$ cat config.mk
export PLATFORM = sky130hd
export DESIGN_NAME = yuv_to_rgb_csc
export DESIGN_NICKNAME = d
export VERILOG_FILES = /design/src/rtl/csc_pkg.sv /design/src/rtl/csc_mac.sv /design/src/rtl/yuv_to_rgb_csc.sv
export SDC_FILE = /design/constraint.sdc
export NUM_CORES = 1
export LEC_CHECK = 0
export BUFFER_PORTS_ARGS = -buffer_cell sky130_fd_sc_hd__buf_2
export CELL_PAD_IN_SITES_DETAIL_PLACEMENT = 1
export CELL_PAD_IN_SITES_GLOBAL_PLACEMENT = 1
export CORE_MARGIN = 3
export CORE_UTILIZATION = 49
export DETAILED_ROUTE_END_ITERATION = 10
export GPL_TIMING_DRIVEN = 1
export HOLD_SLACK_MARGIN = 0.08
export PLACE_DENSITY_LB_ADDON = 0.1
export SLEW_MARGIN = 20
export SYNTH_ARGS = -nofsm -noshare
export SYNTH_HDL_FRONTEND = slang
export SYNTH_HIERARCHICAL = 1
export SYNTH_SLANG_ARGS = --single-unit
$ cat constraint.sdc
create_clock -name CLOCK_50_I -period 13.6 [get_ports CLOCK_50_I]
set_input_delay 1.36 -clock CLOCK_50_I [delete_from_list [all_inputs] [get_ports CLOCK_50_I]]
set_output_delay 1.36 -clock CLOCK_50_I [all_outputs]
set_load 0.005 [all_outputs]
$ cat src/rtl/csc_pkg.sv
// rtl/csc_pkg.sv - shared types, coefficients and clip helper for the YUV->RGB converter
//
// Purpose: FSM state encoding, Q16 conversion coefficients and the
//          32-bit signed -> 8-bit unsigned channel clip.
// Ports:   none (package).
package csc_pkg;

  typedef enum logic [3:0] {
    S_IDLE,
    S_C0,
    S_C1,
    S_C2,
    S_C3,
    S_C4,
    S_W0,
    S_W1,
    S_W2
  } csc_state_t;

  localparam logic [17:0] COEF_Y  = 18'd76284;
  localparam logic [17:0] COEF_RV = 18'd104595;
  localparam logic [17:0] COEF_GU = 18'd25624;
  localparam logic [17:0] COEF_GV = 18'd53281;
  localparam logic [17:0] COEF_BU = 18'd132251;

  // Q16 accumulator to 8-bit channel: negative floors at 0, anything past
  // bit 23 saturates at 255, otherwise truncate the fraction.
  function automatic logic [7:0] clip_u8(input logic signed [31:0] v);
    if (v < 0)
      clip_u8 = 8'd0;
    else if (v[31:24] != 8'd0)
      clip_u8 = 8'd255;
    else
      clip_u8 = v[23:16];
  endfunction

endpackage

$ cat src/rtl/csc_mac.sv
// rtl/csc_mac.sv - one signed multiplier with a rebasable add/subtract accumulator
//
// Purpose: multiplies a signed 10-bit offset by an unsigned coefficient and
//          adds/subtracts the product into a 32-bit accumulator.
// Ports:   clk, rst         - clock, async active-high reset
//          clr              - start a new sum from zero (also latches the product as the Y term)
//          rebase           - start the sum from the saved Y term instead of acc
//          sub              - subtract the product instead of adding
//          en               - write the sum into acc
//          opnd, coef       - multiplier operands
//          acc              - accumulator register
//          sum              - combinational base +/- product for this cycle
module csc_mac (
  input  logic               clk,
  input  logic               rst,
  input  logic               clr,
  input  logic               rebase,
  input  logic               sub,
  input  logic               en,
  input  logic signed [9:0]  opnd,
  input  logic        [17:0] coef,
  output logic signed [31:0] acc,
  output logic signed [31:0] sum
);

  logic signed [31:0] opnd_x;
  logic signed [31:0] coef_x;
  logic signed [31:0] prod;
  logic signed [31:0] y_term;
  logic signed [31:0] base;

  assign opnd_x = {{22{opnd[9]}}, opnd};
  assign coef_x = {14'd0, coef};
  assign prod   = opnd_x * coef_x;

  // R, G and B all start from the Y term, so it is kept aside so the
  // accumulator can restart from it after finishing each channel.
  always_comb begin
    base = acc;
    if (clr)
      base = 32'sd0;
    else if (rebase)
      base = y_term;
    sum = sub ? (base - prod) : (base + prod);
  end

  always_ff @(posedge clk or posedge rst) begin
    if (rst) begin
      acc    <= 32'sd0;
      y_term <= 32'sd0;
    end else begin
      if (en)
        acc <= sum;
      if (en && clr)
        y_term <= prod;
    end
  end

endmodule

$ cat src/rtl/yuv_to_rgb_csc.sv
// rtl/yuv_to_rgb_csc.sv - even/odd pixel pair YUV to packed RGB converter
//
// Purpose: captures a pixel pair, computes RGB with two shared MACs over five
//          cycles, clips to 8 bits and emits three packed 16-bit words.
// Ports:   CLOCK_50_I, reset              - clock, async active-high reset
//          in_valid, in_ready             - input pair handshake
//          Y_pair, even_U/V, odd_U/V      - pixel pair samples
//          out_valid, out_ready           - output word handshake
//          out_data, out_last             - packed RGB word, third-word marker
module yuv_to_rgb_csc
  import csc_pkg::*;
(
  input  logic        CLOCK_50_I,
  input  logic        reset,
  input  logic        in_valid,
  output logic        in_ready,
  input  logic [15:0] Y_pair,
  input  logic [31:0] even_U,
  input  logic [31:0] even_V,
  input  logic [31:0] odd_U,
  input  logic [31:0] odd_V,
  output logic        out_valid,
  input  logic        out_ready,
  output logic [15:0] out_data,
  output logic        out_last
);

  csc_state_t state;

  logic [7:0] y_e, y_o, u_e, v_e, u_o, v_o;
  logic signed [9:0] yo_e, yo_o, uo_e, uo_o, vo_e, vo_o;
  logic signed [31:0] r_acc_e, r_acc_o;
  logic [7:0] b0, r1, g1, b1;

  logic clr, rebase, sub, en;
  logic signed [9:0] opnd_e, opnd_o;
  logic [17:0] coef;
  logic signed [31:0] acc_e, acc_o, sum_e, sum_o;

  // Interpolated chroma can over/undershoot; pin it to the 8-bit range.
  function automatic logic [7:0] clip_in(input logic [31:0] v);
    if (v[31])
      clip_in = 8'd0;
    else if (|v[30:8])
      clip_in = 8'd255;
    else
      clip_in = v[7:0];
  endfunction

  assign yo_e = $signed({2'b00, y_e}) - 10'sd16;
  assign yo_o = $signed({2'b00, y_o}) - 10'sd16;
  assign uo_e = $signed({2'b00, u_e}) - 10'sd128;
  assign uo_o = $signed({2'b00, u_o}) - 10'sd128;
  assign vo_e = $signed({2'b00, v_e}) - 10'sd128;
  assign vo_o = $signed({2'b00, v_o}) - 10'sd128;

  // Schedule: C0 loads Y, C1 makes R, C2/C3 make G from Y, C4 makes B from Y.
  always_comb begin
    clr    = 1'b0;
    rebase = 1'b0;
    sub    = 1'b0;
    en     = 1'b0;
    opnd_e = 10'sd0;
    opnd_o = 10'sd0;
    coef   = 18'd0;
    case (state)
      S_C0: begin opnd_e = yo_e; opnd_o = yo_o; coef = COEF_Y;  clr = 1'b1; en = 1'b1; end
      S_C1: begin opnd_e = vo_e; opnd_o = vo_o; coef = COEF_RV; en = 1'b1; end
      S_C2: begin opnd_e = uo_e; opnd_o = uo_o; coef = COEF_GU; rebase = 1'b1; sub = 1'b1; en = 1'b1; end
      S_C3: begin opnd_e = vo_e; opnd_o = vo_o; coef = COEF_GV; sub = 1'b1; en = 1'b1; end
      S_C4: begin opnd_e = uo_e; opnd_o = uo_o; coef = COEF_BU; rebase = 1'b1; end
      default: ;
    endcase
  end

  csc_mac u_mac_even (
    .clk(CLOCK_50_I), .rst(reset), .clr(clr), .rebase(rebase), .sub(sub), .en(en),
    .opnd(opnd_e), .coef(coef), .acc(acc_e), .sum(sum_e)
  );

  csc_mac u_mac_odd (
    .clk(CLOCK_50_I), .rst(reset), .clr(clr), .rebase(rebase), .sub(sub), .en(en),
    .opnd(opnd_o), .coef(coef), .acc(acc_o), .sum(sum_o)
  );

  always_ff @(posedge CLOCK_50_I or posedge reset) begin
    if (reset) begin
      state     <= S_IDLE;
      in_ready  <= 1'b1;
      out_valid <= 1'b0;
      out_data  <= 16'd0;
      out_last  <= 1'b0;
      y_e <= 8'd0; y_o <= 8'd0;
      u_e <= 8'd0; v_e <= 8'd0;
      u_o <= 8'd0; v_o <= 8'd0;
      r_acc_e <= 32'sd0;
      r_acc_o <= 32'sd0;
      b0 <= 8'd0; r1 <= 8'd0; g1 <= 8'd0; b1 <= 8'd0;
    end else begin
      case (state)
        S_IDLE: if (in_valid) begin
          y_e      <= Y_pair[15:8];
          y_o      <= Y_pair[7:0];
          u_e      <= even_U[7:0];
          v_e      <= even_V[7:0];
          u_o      <= clip_in(odd_U);
          v_o      <= clip_in(odd_V);
          in_ready <= 1'b0;
          state    <= S_C0;
        end
        S_C0: state <= S_C1;
        S_C1: state <= S_C2;
        S_C2: begin
          // acc holds R here; it is overwritten by the G chain this cycle.
          r_acc_e <= acc_e;
          r_acc_o <= acc_o;
          state   <= S_C3;
        end
        S_C3: state <= S_C4;
        S_C4: begin
          // acc holds G, sum holds B, r_acc holds R.
          out_data  <= {clip_u8(r_acc_e), clip_u8(acc_e)};
          b0        <= clip_u8(sum_e);
          r1        <= clip_u8(r_acc_o);
          g1        <= clip_u8(acc_o);
          b1        <= clip_u8(sum_o);
          out_valid <= 1'b1;
          state     <= S_W0;
        end
        S_W0: if (out_ready) begin
          out_data <= {b0, r1};
          state    <= S_W1;
        end
        S_W1: if (out_ready) begin
          out_data <= {g1, b1};
          out_last <= 1'b1;
          state    <= S_W2;
        end
        S_W2: if (out_ready) begin
          out_valid <= 1'b0;
          out_last  <= 1'b0;
          out_data  <= 16'd0;
          in_ready  <= 1'b1;
          state     <= S_IDLE;
        end
        default: begin
          out_valid <= 1'b0;
          out_last  <= 1'b0;
          in_ready  <= 1'b1;
          state     <= S_IDLE;
        end
      endcase
    end
  end

endmodule

==> metrics.txt <==
# TYPE chip_impl_metric gauge
chip_impl_info{name="crit_slowest_cell",value="dfrtp_1"} 1
chip_impl_metric{name="floorplan.die.height",unit="um"} 248
chip_impl_metric{name="ys.warnings.count",unit=""} 6
chip_impl_metric{name="post_synth_inst_count",unit=""} 3158
chip_impl_metric{name="wl_per_cell",unit="um"} 20.7
chip_impl_metric{name="placementRows",unit=""} 88
chip_impl_metric{name="global_route.overflow_total",unit=""} 0
chip_impl_metric{name="worst-endpoint-required",unit="ns"} 14.06
chip_impl_metric{name="tightestPinTransition",unit="ns"} 1.09
chip_impl_metric{name="gp_congestion",unit=""} 0.865
chip_impl_metric{name="number_of_hold_repair_buffers_added_at_the_cts_stage",unit=""} 0
chip_impl_metric{name="grt_pass1_wl",unit="mm"} 133
chip_impl_metric{name="fin_skew",unit="ns"} 0.0266
chip_impl_metric{name="place.port_buffers",unit=""} 118
chip_impl_metric{name="syn_avg_cell_area",unit="um^2"} 9.11
chip_impl_metric{name="viasPerCell",unit=""} 5.75
chip_impl_metric{name="max_slew_headroom_at_the_worst_pin",unit=""} 0.264
chip_impl_info{name="rsz_0062_raised_after_global_routing",value="no"} 1
chip_impl_info{name="most-common-layout-cells",value="inv_1, nand2_1, dfrtp_1, fa_1, ha_1"} 1
chip_impl_info{name="critPathCaptureType",value="register"} 1
chip_impl_metric{name="routed_wirelength",unit="mm"} 82.4
chip_impl_metric{name="finalCriticalPeriod",unit="ns"} 12.66
chip_impl_metric{name="gr-usage-all-layers",unit=""} 0.270
chip_impl_metric{name="final_hold_vio_count",unit=""} 0
chip_impl_info{name="cts_root_buffer",value="clkbuf_16"} 1
chip_impl_metric{name="finalMaxSlewViolations",unit=""} 0
chip_impl_info{name="cts_tree",value="yes"} 1
chip_impl_metric{name="maximum_number_of_pins_on_one_net_before_global_route_repair",unit=""} 74
chip_impl_metric{name="area.growth.synth_to_final",unit="%"} 8.03
chip_impl_metric{name="setup_violations",unit=""} 0
chip_impl_metric{name="num-fill-cells",unit=""} 6774
chip_impl_metric{name="cts.reportedPaths.clkPinSlew",unit="ns"} 0.06
chip_impl_metric{name="route.vias.total",unit=""} 22900
chip_impl_metric{name="clkSinkCount",unit=""} 257
chip_impl_metric{name="synth.cell_area",unit="um^2"} 28800
chip_impl_metric{name="drt_pass1_iterations",unit=""} 8
chip_impl_metric{name="slowest_delay",unit="ns"} 0.85
chip_impl_metric{name="placeableCoreArea",unit="um^2"} 57900
chip_impl_metric{name="die-area",unit="um^2"} 61600
chip_impl_info{name="run_status",value="finished, final reports clean"} 1
chip_impl_metric{name="initial_core_util",unit=""} 0.497
chip_impl_metric{name="clock.fmax",unit="GHz"} 0.0790
chip_impl_info{name="worstHoldPathType",value="reg2reg"} 1
chip_impl_metric{name="period_share",unit=""} 0.931
chip_impl_metric{name="drc",unit=""} 0
chip_impl_metric{name="cts_max_level",unit=""} 2
chip_impl_metric{name="drt_first_iter_violations",unit=""} 1103
chip_impl_metric{name="antenna_violations_before_repair",unit=""} 2
chip_impl_info{name="crit_type",value="reg2reg"} 1
chip_impl_metric{name="timing.critical_path.fanout_max",unit=""} 48
chip_impl_info{name="path_common_cell",value="fa_1"} 1
chip_impl_metric{name="crit_arrival",unit="ns"} 13.12
chip_impl_metric{name="final_util",unit=""} 0.536
chip_impl_metric{name="via_count_of_the_first_global_routing_pass",unit=""} 25400
chip_impl_info{name="startpoint_type",value="register"} 1
chip_impl_metric{name="setup_total_negative_slack",unit="ns"} 0
chip_impl_metric{name="cts-buffers-inserted",unit=""} 34
chip_impl_metric{name="detailedPlacementHpwl",unit="mm"} 62.3
chip_impl_metric{name="detail-route-antenna-nets",unit=""} 0
chip_impl_metric{name="pin_count",unit=""} 167
chip_impl_metric{name="nets",unit=""} 3828
chip_impl_metric{name="cts_repair_resized_insts",unit=""} 0
chip_impl_info{name="most_common_cell_after_layout_fill_and_taps_aside",value="inv_1"} 1
chip_impl_metric{name="clk_path_buf_depth",unit=""} 3
chip_impl_metric{name="post_cts_buffers",unit=""} 0
chip_impl_metric{name="clock_insertion_delay_worst_skew",unit="ns"} 0.56
chip_impl_metric{name="post_route_cells_drive_above_1_share",unit=""} 0.133
chip_impl_metric{name="max-cap-violations",unit=""} 0
chip_impl_metric{name="horizontal_die_dimension",unit="um"} 248
==> final cells by class <==
| cell class | count | area [um^2] | share of cell area |
|---|---|---|---|
| Antenna cell | 2 | 5.00 | 0.000161 |
| Clock buffer | 48 | 963 | 0.0310 |
| Clock inverter | 9 | 121 | 0.00391 |
| Inverter | 355 | 1340 | 0.0431 |
| Multi-Input combinational cell | 2393 | 20400 | 0.656 |
| Sequential cell | 257 | 6430 | 0.207 |
| Tap cell | 765 | 957 | 0.0308 |
| Timing Repair Buffer | 153 | 853 | 0.0275 |
==> flip-flops by register name, summed over array words and instances, names as in the netlist <==
name and count:
u_mac_even/acc 32, r_acc_e 16, in_ready 1, u_o 8, out_last 1, b0 8
v_e 8, out_data 16, u_mac_odd/y_term 29, y_e 8, v_o 8, u_e 8
state 4, out_valid 1, r1 8, u_mac_even/y_term 29, u_mac_odd/acc 32, r_acc_o 16
y_o 8, b1 8, g1 8
==> per-layer routing <==
layer / vias to the layer above / global-route usage / routed length [um]
met5: - / 0 / 0
met3: 100 / 0.0301 / 2330
met1: 11800 / 0.344 / 36000
li1: 10700 / - / -
met4: 0 / 0.0700 / 1800
met2: 340 / 0.486 / 42300
==> worst max-delay path: cells and delay by family, from the launching register on <==
kind	cells	cell delay [ns]
XOR/XNOR	2	0.38
AO/OA/AOI/OAI	12	3.11
adder cells (fa/ha/maj)	7	3.33
flip-flops	1	0.85
buffers and inverters	5	1.42
AND/OR/NAND/NOR	13	3.46
==> metrics by stage <==
step	cells	setup slack (ns)	hold WS (ns)	area [um^2]
after floorplan	3159	3.67	0.449	28800
after global routing	3981	0.0251	0.504	31100
after detailed placement	3923	0.944	0.470	30000
final	3982	0.936	0.478	31100
after global placement	3923	1.34	0.459	30000
after CTS	3980	0.814	0.481	31100
==> path summary, 6_finish.rpt <==
path / start / end / slack (ns) / cells after the start
min in group asynchronous: reset / r_acc_e[20] / 0.93 / 2
max reg2reg: state[1] / b0[6] / 0.94 / 39
max in group asynchronous: reset / v_o[6] / 11.26 / 3
min reg2reg: u_mac_even/y_term[4] / u_mac_even/y_term[4] / 0.48 / 2
max: state[1] / b0[6] / 0.94 / 39
min: u_mac_even/y_term[4] / u_mac_even/y_term[4] / 0.48 / 2
Power is left out: the tool's default activity adds up to more than one toggle a clock period on the data nets, which glitch-free logic cannot reach.
